## src/rtl/prio_enc_arb.sv

```systemverilog
// Registered N-input priority encoder with a valid/ready output handshake.
// Define PRIO_ENC_ARB_RR_EN to select round-robin instead of fixed lowest-index priority.
module prio_enc_arb #(
    parameter int N = 8,
    parameter int W = $clog2(N)
) (
    input  logic         clk,
    input  logic         rst,
    input  logic         en,
    input  logic [N-1:0] req,
    output logic         req_ready,
    output logic         out_valid,
    input  logic         out_ready,
    output logic [W-1:0] out_idx,
    output logic         out_multi
);

    typedef enum logic [0:0] {
        IDLE = 1'b0,
        HOLD = 1'b1
    } state_t;

    localparam logic [N-1:0] ONE_N = {{(N-1){1'b0}}, 1'b1};

    state_t         r_state;
    logic           r_valid;
    logic [W-1:0]   r_idx;
    logic           r_multi;

    logic           w_capture;
    logic [W-1:0]   w_sel;
    logic           w_multi;

    // Clearing the lowest set bit leaves something only if two or more bits were set.
    function automatic logic is_multi(input logic [N-1:0] v);
        return |(v & (v - ONE_N));
    endfunction

`ifdef PRIO_ENC_ARB_RR_EN
    logic [W-1:0]   r_ptr;
    logic           w_accept;
    logic [W-1:0]   w_ptr_next;
    logic [W-1:0]   w_start;

    // First set bit at or above start, wrapping from N-1 back to 0.
    function automatic logic [W-1:0] first_rr(input logic [N-1:0] v, input logic [W-1:0] start);
        logic [W-1:0] idx;
        logic         found;
        int           j;
        idx   = '0;
        found = 1'b0;
        for (int k = 0; k < N; k++) begin
            j = int'(start) + k;
            if (j >= N) begin
                j = j - N;
            end else begin
                j = j;
            end
            if (!found && v[j]) begin
                idx   = W'(j);
                found = 1'b1;
            end else begin
                idx   = idx;
            end
        end
        return idx;
    endfunction

    // Pointer advance on acceptance; a grant accepted this cycle also steers a same-cycle capture.
    always_comb begin
        w_accept   = r_valid && out_ready;
        w_ptr_next = (r_idx == W'(N - 1)) ? {W{1'b0}} : (r_idx + W'(1));
        if (w_accept) begin
            w_start = w_ptr_next;
        end else begin
            w_start = r_ptr;
        end
    end
`else
    // Lowest set index wins; scanning downward lets the last hit be the lowest.
    function automatic logic [W-1:0] first_fixed(input logic [N-1:0] v);
        logic [W-1:0] idx;
        idx = '0;
        for (int i = N - 1; i >= 0; i--) begin
            idx = v[i] ? W'(i) : idx;
        end
        return idx;
    endfunction
`endif

    // Handshake qualifiers and the selection for a capture this cycle.
    always_comb begin
        req_ready = (r_state == IDLE) || out_ready;
        w_capture = en && (|req) && req_ready;
        w_multi   = is_multi(req);
`ifdef PRIO_ENC_ARB_RR_EN
        w_sel     = first_rr(req, w_start);
`else
        w_sel     = first_fixed(req);
`endif
    end

    // Control FSM with registered result; HOLD keeps the result stable until accepted.
    always_ff @(posedge clk) begin
        if (rst) begin
            r_state <= IDLE;
            r_valid <= 1'b0;
            r_idx   <= '0;
            r_multi <= 1'b0;
`ifdef PRIO_ENC_ARB_RR_EN
            r_ptr   <= '0;
`endif
        end else begin
            case (r_state)
                IDLE: begin
                    if (w_capture) begin
                        r_state <= HOLD;
                        r_valid <= 1'b1;
                        r_idx   <= w_sel;
                        r_multi <= w_multi;
                    end else begin
                        r_state <= IDLE;
                        r_valid <= 1'b0;
                    end
                end
                HOLD: begin
                    if (out_ready) begin
`ifdef PRIO_ENC_ARB_RR_EN
                        r_ptr <= w_ptr_next;
`endif
                        if (w_capture) begin
                            r_state <= HOLD;
                            r_valid <= 1'b1;
                            r_idx   <= w_sel;
                            r_multi <= w_multi;
                        end else begin
                            r_state <= IDLE;
                            r_valid <= 1'b0;
                        end
                    end else begin
                        r_state <= HOLD;
                        r_valid <= 1'b1;
                    end
                end
                default: begin
                    r_state <= IDLE;
                    r_valid <= 1'b0;
                end
            endcase
        end
    end

    assign out_valid = r_valid;
    assign out_idx   = r_idx;
    assign out_multi = r_multi;

endmodule

```

## config.mk

```make
export PLATFORM = sky130hd
export DESIGN_NAME = prio_enc_arb
export DESIGN_NICKNAME = d
export VERILOG_FILES = /design/src/rtl/prio_enc_arb.sv
export SDC_FILE = /design/constraint.sdc
export NUM_CORES = 1
export LEC_CHECK = 0
export BUFFER_PORTS_ARGS = -buffer_cell sky130_fd_sc_hd__buf_2
export CAP_MARGIN = 10
export CELL_PAD_IN_SITES_DETAIL_PLACEMENT = 1
export CELL_PAD_IN_SITES_GLOBAL_PLACEMENT = 1
export CORE_AREA = 5 5 42 44
export CTS_BUF_LIST = sky130_fd_sc_hd__clkbuf_4 sky130_fd_sc_hd__clkbuf_8
export CTS_CLUSTER_SIZE = 25
export DETAILED_ROUTE_END_ITERATION = 8
export DIE_AREA = 0 0 47 49
export HOLD_SLACK_MARGIN = 0.02
export PLACE_DENSITY = 0.62
export SYNTH_ARGS = -nofsm -noshare
export SYNTH_HDL_FRONTEND = slang
export SYNTH_SLANG_ARGS = --single-unit
```

## constraint.sdc

```tcl
create_clock -name clk -period 2.2 [get_ports clk]
set_clock_uncertainty 0.2 [all_clocks]
set_input_delay 0.22 -clock clk [delete_from_list [all_inputs] [get_ports clk]]
set_output_delay 0.22 -clock clk [all_outputs]
set_load 0.02 [all_outputs]
```

After elaboration in Yosys (flattened, before gate mapping). Cells that the tools add are included.

Register bits: 5. Input port bits: 12. Word-level logic and storage cells: 29.

Add/subtract/negate cells: 1. Eq/ne operators: 1. Mux-type cells: 17. Bitwise operators: 2. Reductions and logical operators: 5.

Operators with widths (number): $mux 3 (10); $reduce_or 8->1 (2); $and 8x8->8 (1); $sub 8x1->8 const B (1); $pmux 3 s2 (1); $mux 1 (4); $pmux 1 s2 (2); $logic_and 1x1->1 (2); $ne 2x2->1 const B (1); $logic_or 1x1->1 (1); $not 1->1 (1).

Depth between registers and ports, before layout. Gate-level depths: netlist (run 1).

Depth in word-level cells: 11. Mapped depth: 5.

Worst setup path before layout (run 1). OpenSTA, ideal clock, no wires.

Path kind: input to register. From: input req[3]. To: register r_idx[1], in the netlist out_idx[1]. Library setup time: 0.124 ns. Arrival: 1.606 ns. Data required time: 1.876 ns. Setup slack: 0.270 ns. Cell stages on the path: 5. Path buffers: 0. Cells stage by stage: or4_4 -> or4b_4 -> and3_4 -> o311ai_1 -> a21oi_1.

Longest elaborated chain between the ends: 7.

RTL lines: from (decl) (line 10) `input logic [N-1:0] req,`; $mux 3 (4 in a row) (line 85) `idx = v[i] ? W'(i) : idx;`; $mux 3 * (line 116, 131); $mux 3 (line 127) `if (out_ready) begin`; $pmux 3 s2 * (line 114) `case (r_state)`; to (signal assigned) (line 119) `r_idx <= w_sel;`; to (signal assigned) (line 134) `r_idx <= w_sel;`; to (decl) (line 27) `logic [W-1:0] r_idx;`.

Every way passes the cells marked *; elsewhere a longest branch is shown, timed or not. The select of a mux whose other input is x is not followed. A chain may end at the register's enable or synchronous reset.

Final worst setup path (run 1).
From: input req[1]. To: register r_idx[1], in the netlist out_idx[1].

Longest elaborated chain between the ends: 6.

RTL lines: $reduce_or 8->1 (line 94) `w_capture = en && (|req) && req_ready;`; $logic_and 1x1->1 (2 in a row) (line 94); $mux 3 * (line 116, 131); $mux 3 (line 127); $pmux 3 s2 * (line 114).

Marks and branches as above.

==> results of run 1 <==
[cells in the mapped netlist (all sizes together)]
master / number
inv: 2
nor3: 3
a211oi: 1
o31ai: 1
nand2b: 1
dfxtp: 5
a311oi: 1
and3: 1
o21bai: 1
a211o: 1
or4: 2
nor2: 4
o31a: 1
a21boi: 1
nand3: 1
nand3b: 1
o41ai: 1
a21oi: 5
or4b: 1
o311ai: 1
o21ai: 1
nand2: 2
[routing by layer]
| layer | routed length, microns | up-vias | track usage (%) |
|---|---|---|---|
| met2 | 464 | 15 | 14.3 |
| met4 | 19 | 0 | 5.53 |
| li1 | - | 195 | - |
| met3 | 54 | 2 | 2.58 |
| met1 | 457 | 176 | 12.3 |
| met5 | 0 | - | 0 |
[registers in the layout, indices dropped and copies added (netlist names)]
name / flops
out_idx: 3
out_multi: 1
out_valid: 1
[critical path: stages]
cell	delay [ns]
buf_2	0.13
or4_4	0.52
or4b_4	0.51
and3_4	0.21
o311ai_1	0.09
a21oi_1	0.11
[final timing paths]
check	start	endpoint	slack (ns)	cells after the start
max	req[1]	out_idx[1]	0.34	6
min	en	out_idx[2]	0.03	2
max reg2reg	out_valid	out_idx[2]	0.95	4
min reg2reg	out_idx[1]	out_idx[1]	0.25	2
[repair_timing]
action,4_1_cts,5_1_grt
hold buffers,1,0
endpoints found under the hold margin,3,0
setup buffers,0,0
resized for setup,0,0
setup endpoints to repair,0,0
[report_power, final]
part / leakage [nW] / switching (mW) / total (mW) / internal, mW
clock network: 0.0184 / 0.0413 / 0.122 / 0.0811
registers: 0.0413 / 0.00224 / 0.0987 / 0.0964
logic: 0.153 / 0.0356 / 0.0619 / 0.0263
total: 0.212 / 0.0792 / 0.283 / 0.204
[cells by family after synthesis]
family / count (synthesis) / share of synthesized area [%]
flip-flops: 5 / 31.4
buffers and inverters: 2 / 2.35
AO/OA/AOI/OAI: 15 / 33.3
AND/OR/NAND/NOR: 16 / 32.9
[per-stage QoR]
stage / hold WS, ns / power, mW / util (%)
after floorplan: 0.0891 / 0.130 / -
after global routing: 0.0240 / 0.306 / 33.7
after detailed placement: 0.249 / 0.161 / 30.8
final: 0.0314 / 0.283 / 33.7
after CTS: 0.0231 / 0.288 / 33.7
after global placement: 0.241 / 0.161 / 30.8
[area by class of cell]
type	instances	area (sq um)	share of cell area (%)
multi-input combinational	31	211	44.8
timing repair buffer	19	103	21.8
sequential	5	100	21.2
clock buffer	4	30.0	6.37
tap	16	20.0	4.24
inverter	2	7.51	1.59
==> qor.txt, run 1 <==
Largest net degree at the start of global routing: 8
Crit path DAT: 1.78 ns
Most common cell after layout, fill and taps aside: buf_2
Worst hold path class: in -> reg
Global-route wire length before repair: 1.64 mm
Max cap viols: 0
GR Overflow Total: 0
Fmax: 0.537 GHz
Cell Area, Placed: 432 sq um
Synth Instances: 38
DR vias: 388
Setup tns final: 0 ns
Clock Tree Buf Depth: 2
Cell taking the most area after synthesis: dfxtp_1
FILL cells: 186
Reg clk slew, reported paths: 0.05 ns
Worst setup EP type: flip-flop
# rows: 14
Final Slew Violations: 0
Total Routing Usage GR: 9.70%
Most frequent cells in the layout: buf_2, a21oi_1, dfxtp_1, nor2_1, clkbuf_4
First DRT Iteration DRCs: 1
Antenna violations before repair: 0
Worst slew pin tran: 0.260 ns
Total CTS buffers: 3
Core Area: 0.00140 sq mm
Leakage: 0.212 nW
Port bufs: 17
Final worst slack: 0.336 ns
CP startpoint kind: primary input
Share of layout cells above drive strength 1: 45.9%
Yosys Warn Count: 0
Setup-failing EPs final: 0
Avg Cell Area, Syn: 8.40 sq um
Post-detail-place hpwl: 807 microns
Dpl cells: 72
Vias per inst: 5.04
RSZ-0062 raised after global routing: false
DR WL/cell: 12.9 microns
Initial Util: 22.8%
Clk_lat worst skew: 0.24 ns
H-tree levels: 1
I/O pin count: 18
Clock sinks: 5
Crit-path max FO: 5
Yosys cell types: 23
Syn nets: 50
Die X: 47 microns
DRT antenna net count: 0
Synth Cell Area: 319 sq um
Pwr Density: 600 mW/mm^2
Status: completed
Area grow syn2layout: 47.8%
# DRC: 0
Setup WS pre-CTS: 0.0831 ns
Worst endpoint required time: 2.12 ns
Final hold vios: 0
Drt pass-1 iters: 4
Seq/Total Area, Yosys: 31.4%
Clk root buf: clkbuf_4
Tcrit/Tclk final: 84.7%
Die Y-Extent: 49 microns
Flops & latches, synth: 5
Die area: 0.00230 sq mm
CTS tree: done
Post-synth top area share: 31.4%
Layout Cells excl Fill: 77
# nets final: 74
Main area contributors after synthesis: dfxtp_1, a21oi_1, nor3_1, nor2_1, or4b_4
Worst slew margin: 82.4%
Final instance area: 472 sq um
Kind of critical path: in -> reg
VDD IR-drop max: 129 uV
Global placement routability congestion: 0.709
Diode count: 0
Minimum clock period: 1.86 ns
Routed WL: 997 microns
Vias in the first global route: 402
(Power assumes the default switching activity.)
==> inputs of run 2 (changes only) <==
Settings changed: PLACE_DENSITY 0.62 to 0.65.
Clock period 2.2 ns to 1.5 ns, I/O delays scaled along.
==> run 2 against run 1 <==
Net effect:
- the flow now finishes with violations (negative setup slack)
- die area did not move
- largest power group unchanged
- combinational power up 99%
- final area up 25%
- sequential share of layout area down 4.3 points
- critical path depth unchanged
==> qor.txt, run 2 (same netlist as run 1, synthesis figures left out) <==
Leakage: 0.269 nW (+27%)
Worst hold path class: in -> reg
Final instance area: 592 sq um (+25%)
R2R cell count: 4 (unchanged)
Global-route wire length before repair: 1.75 mm (+6.3%)
Reg-to-reg startpoint: out_valid
Worst endpoint required time: 1.46 ns (-0.66 ns)
CP max-delay cell: or4b_4
Dpl cells: 82 (+14%)
DR WL/cell: 12.1 microns (-6.4%)
Vias in the first global route: 457 (+14%)
Setup-failing EPs final: 5 (+5)
RSZ-0062 raised after global routing: true
Crit path DAT: 1.68 ns (-0.10 ns)
CP delay by family, top: simple AND/OR/NAND/NOR gates
Routed WL: 1.07 mm (+6.9%)
CP startpoint kind: primary input
Max reg flops: 3 (unchanged)
Most frequent CP cell: nor3_1
DR vias: 434 (+12%)
Clock Tree Buf Depth: 2 (unchanged)
CTS tree: done
Area grow syn2layout: 85.5%
CP Buf/Inv Count: 1 (unchanged)
Setup crit start: req[3]
Pwr Density: 751 mW/mm^2 (+25%)
Cell Area, Placed: 507 sq um (+17%)
Worst reg-to-reg setup slack: 0.25 ns (-0.70 ns)
CP cell instances: buf_6 -> or4_4 -> or4b_4 -> nand3_2 -> nor3_1 -> nor3_1
# DRC: 0 (unchanged)
Hold Startpoint: req[0]
Hold Path Sink: out_idx[0]
Total CTS buffers: 3 (unchanged)
Clk_lat worst skew: 0.24 ns (about the same)
Layout Cells excl Fill: 88 (+14%)
Failing checks: negative setup slack
Port bufs: 17 (unchanged)
Antenna violations before repair: 0 (unchanged)
Worst reg2reg endpoint: out_idx[2]
Max incr delay on CP: 0.54 ns (+0.02 ns)
Worst setup EP type: flip-flop
Most frequent cells in the layout: buf_2, buf_4, a21oi_1, dfxtp_1, clkbuf_4
Final hold vios: 0 (unchanged)
Reg clk slew, reported paths: 0.05 ns (about the same)
Core Area: 0.00140 sq mm (unchanged)
Crit-path max FO: 4 (-1)
Global placement routability congestion: 0.758 (+7.0%)
VDD IR-drop max: 254 uV (+97%)
Kind of critical path: in -> reg
Most common cell after layout, fill and taps aside: buf_2
Final Slew Violations: 0 (unchanged)
Diode count: 0 (unchanged)
Initial Util: 22.8% (unchanged)
GR Overflow Total: 0 (unchanged)
Clock sinks: 5 (unchanged)
Worst slew margin: 76.4% (-6.1 points)
Die area: 0.00230 sq mm (unchanged)
FILL cells: 182 (-2.2%)
# rows: 14 (unchanged)
Status: complete, but fails checks
Vias per inst: 4.93 (-2.1%)
H-tree levels: 1 (unchanged)
Share of layout cells above drive strength 1: 56.9% (+11 points)
Die Y-Extent: 49 microns (unchanged)
Largest net degree at the start of global routing: 7 (-1)
Minimum clock period: 1.73 ns
Final worst slack: -0.225 ns (-0.561 ns)
Tcrit/Tclk final: 115%
Tot Pwr: 445 uW (+57%)
Drt pass-1 iters: 6 (+2)
Final core utilization: 42.2% (+8.6 points)
First DRT Iteration DRCs: 5 (+4)
Max cap viols: 0 (unchanged)
Worst slew pin tran: 0.352 ns (+0.0924 ns)
# nets final: 85 (+15%)
Fmax: 0.580 GHz
Clk root buf: clkbuf_4
Setup WS pre-CTS: -0.514 ns (-0.597 ns)
DRT antenna net count: 0 (unchanged)
Post-detail-place hpwl: 868 microns (+7.6%)
Total Routing Usage GR: 10.2% (+0.51 points)
Die X: 47 microns (unchanged)
Hold Path Depth: 3 (+1)
I/O pin count: 18 (unchanged)
-- run 2: cell types whose count changed in the layout (fill, tap and decap cells not counted), sizes merged --
cell	previous run	this run
buf	18	28
dlygate4sd3	1	2
-- run 2: what timing repair did --
item,4_1_cts,5_1_grt
endpoints found under the setup margin,5,5
buffers inserted,0,0
pin swaps,3,3
hold buffers,2,0
hold endpoints to repair,5,0
resized for setup,2,4
-- run 2: routing by layer --
metal  share of wire (%)  track usage [%]  vias to the layer above
li1                    -                -                      216
met5                   0                0                        -
met2                  52             17.2                       14
met3                 5.3             1.48                        2
met1                  42             11.0                      202
met4                 1.3             6.91                        0
-- run 2: how the worst max path moves through the flow --
stage | cells past startpoint | slack [ns] | end
final | 6 | -0.23 | out_multi
after global routing | 6 | -0.27 | out_multi
after floorplan | 5 | -0.35 | out_idx[1]
after detailed placement | 6 | -0.51 | out_idx[1]
after global placement | 6 | -0.48 | out_idx[1]
after CTS | 6 | -0.24 | out_idx[1]
-- run 2: power by group --
group	internal [mW]	total, mW	leakage, nW	switching [mW]
combinational	0.0617	0.123	0.210	0.0613
clock	0.119	0.176	0.0184	0.0574
sequential	0.142	0.145	0.0413	0.00395
-- run 2: cell type report --
cell class / count / area [sq um] / share of cell area, %
timing repair buffer: 30 / 200 / 33.8
sequential: 5 / 100 / 16.9
clock buffer: 4 / 30.0 / 5.07
tap: 16 / 20.0 / 3.38
multi-input combinational: 31 / 234 / 39.5
inverter: 2 / 7.51 / 1.27
-- run 2: stage by stage --
| step | hold slack (ns) | setup TNS (ns) |
|---|---|---|
| floorplan | 0.0191 | -1.40 |
| global placement | 0.195 | -2.06 |
| detailed placement | 0.196 | -2.15 |
| CTS | 0.0489 | -0.903 |
| global route | 0.0599 | -1.00 |
| finish | 0.0483 | -0.839 |
-- run 2: tightest hold or removal path, cell delays in order --
cell	delay, ns
buf_2	0.11
buf_4	0.11
o41ai_1	0.07
==> inputs of run 3 (changes only) <==
Settings changed: CELL_PAD_IN_SITES_DETAIL_PLACEMENT 1 to not set, CELL_PAD_IN_SITES_GLOBAL_PLACEMENT 1 to not set, PLACE_DENSITY 0.65 to 0.47.
==> run 3 against run 2 <==
Net effect:
- the flow still finishes with violations (negative setup slack)
- maximum frequency fell by 0.59%
- final area rose by 1.9%
- via count fell by 4.1%
- setup slack got worse by 0.010 ns
- total power fell by 0.18%
- global-route usage fell by 1.7 points
- core utilization rose by 0.80 points
- critical path type unchanged
- highest routed layer unchanged
==> qor.txt, run 3 (same netlist as run 1, synthesis figures left out) <==
Final core utilization: 43.0% (+0.80 points)
H-tree levels: 1 (unchanged)
R2R cell count: 4 (unchanged)
Max incr delay on CP: 0.54 ns (about the same)
VDD IR-drop max: 204 uV (-20%)
CP cell instances: buf_6 -> or4_4 -> or4b_4 -> and3_4 -> nor2_4 -> a311oi_2
Worst slew pin tran: 0.352 ns (-0.0000558 ns)
Kind of critical path: in -> reg
GR Overflow Total: 0 (unchanged)
Final worst slack: -0.235 ns (-0.0103 ns)
Vias in the first global route: 346 (-24%)
Vias per inst: 4.73 (-4.1%)
Hold Path Depth: 3 (unchanged)
Area grow syn2layout: 89.0%
Post-detail-place hpwl: 775 microns (-11%)
Total Routing Usage GR: 8.52% (-1.7 points)
Crit path DAT: 1.65 ns (-0.03 ns)
Routed WL: 946 microns (-11%)
Final hold vios: 0 (unchanged)
Setup-failing EPs final: 5 (unchanged)
Drt pass-1 iters: 3 (-3)
# rows: 14 (unchanged)
Die area: 0.00230 sq mm (unchanged)
# DRC: 0 (unchanged)
# nets final: 85 (unchanged)
Port bufs: 17 (unchanged)
Most frequent cells in the layout: buf_2, buf_4, a21oi_1, dfxtp_1, clkbuf_4
Clk root buf: clkbuf_4
Max cap viols: 0 (unchanged)
Worst setup EP type: flip-flop
Dpl cells: 81 (-1.2%)
Minimum clock period: 1.74 ns (+0.0103 ns)
Layout Cells excl Fill: 88 (unchanged)
Leakage: 0.270 nW (+0.19%)
Tcrit/Tclk final: 116% (+0.69 points)
DR vias: 416 (-4.1%)
Global-route wire length before repair: 1.37 mm (-21%)
Status: complete, but fails checks
First DRT Iteration DRCs: 1 (-4)
RSZ-0062 raised after global routing: true
Antenna violations before repair: 0 (unchanged)
Pwr Density: 736 mW/mm^2 (-2.0%)
Worst hold path class: in -> reg
Crit-path max FO: 3 (-1)
Core Area: 0.00140 sq mm (unchanged)
Max reg flops: 3 (unchanged)
Reg clk slew, reported paths: 0.05 ns (about the same)
Total CTS buffers: 3 (unchanged)
CP max-delay cell: or4b_4
Setup WS pre-CTS: -0.503 ns (+0.0114 ns)
Clock sinks: 5 (unchanged)
Global placement routability congestion: 0.768 (+1.2%)
DRT antenna net count: 0 (unchanged)
Die X: 47 microns (unchanged)
Failing checks: negative setup slack
CP startpoint kind: primary input
Fmax: 0.576 GHz (-0.59%)
Worst endpoint required time: 1.41 ns (-0.05 ns)
Diode count: 0 (unchanged)
Die Y-Extent: 49 microns (unchanged)
Most common cell after layout, fill and taps aside: buf_2
Share of layout cells above drive strength 1: 58.3% (+1.4 points)
I/O pin count: 18 (unchanged)
Largest net degree at the start of global routing: 7 (unchanged)
CTS tree: done
Clk_lat worst skew: 0.24 ns (about the same)
Initial Util: 22.8% (unchanged)
Clock Tree Buf Depth: 2 (unchanged)
Final Slew Violations: 0 (unchanged)
Worst slew margin: 76.4% (about the same)
DR WL/cell: 10.8 microns (-11%)
==> run 3: cell counts in the layout (fill, tap and decap cells not counted) <==
Identical to the previous run, type by type.
==> run 3: routing by layer <==
metal  global-route usage (%)  share of wire, %  vias up
met4                     8.29               1.5        0
met5                        0                 0        -
met2                     10.4                46       16
met1                     11.2                46      181
met3                     2.21               6.9        2
li1                         -                 -      217
==> run 3: worst paths after layout <==
path / from / endpoint / slack [ns]
hold / removal: req[0] / out_idx[0] / 0.06
hold reg to reg: out_idx[1] / out_idx[1] / 0.25
setup reg to reg: out_valid / out_idx[2] / 0.26
setup / recovery: req[3] / out_idx[2] / -0.24
==> run 3: what timing repair did <==
action,4_1_cts,5_1_grt
hold buffers,2,0
setup endpoints to repair,5,5
gates resized for setup,2,6
pin swaps,3,7
hold endpoints to repair,5,0
setup buffers,0,1
==> run 3: report_power, final <==
part	leakage, nW	switching, mW	internal (mW)
clock	0.0184	0.0572	0.119
sequential	0.0413	0.00454	0.142
combinational	0.210	0.0599	0.0620
==> run 3: per-stage QoR <==
step	cell area (sq um)	setup TNS [ns]	hold WS (ns)	total power, mW
after global routing	603	-1.13	0.0872	0.468
final	603	-0.958	0.0562	0.444
after CTS	563	-0.832	0.0432	0.443
after detailed placement	499	-2.14	0.198	0.252
after global placement	499	-2.07	0.193	0.252
after floorplan	319	-1.40	0.0191	0.191
==> run 3: layout make-up <==
type / count / area, sq um
clock buffers: 4 / 30.0
multi-input cells: 31 / 245
flip-flops and latches: 5 / 100
repair buffers: 30 / 200
well taps: 16 / 20.0
fillers: 159 / 798
inverters: 2 / 7.51
==> run 3: critical path: cells and delay by family <==
kind | cells | cell delay [ns]
buffers and inverters | 1 | 0.09
and+or+nand+nor | 4 | 1.36
AOI/OAI and AO/OA | 1 | 0.04
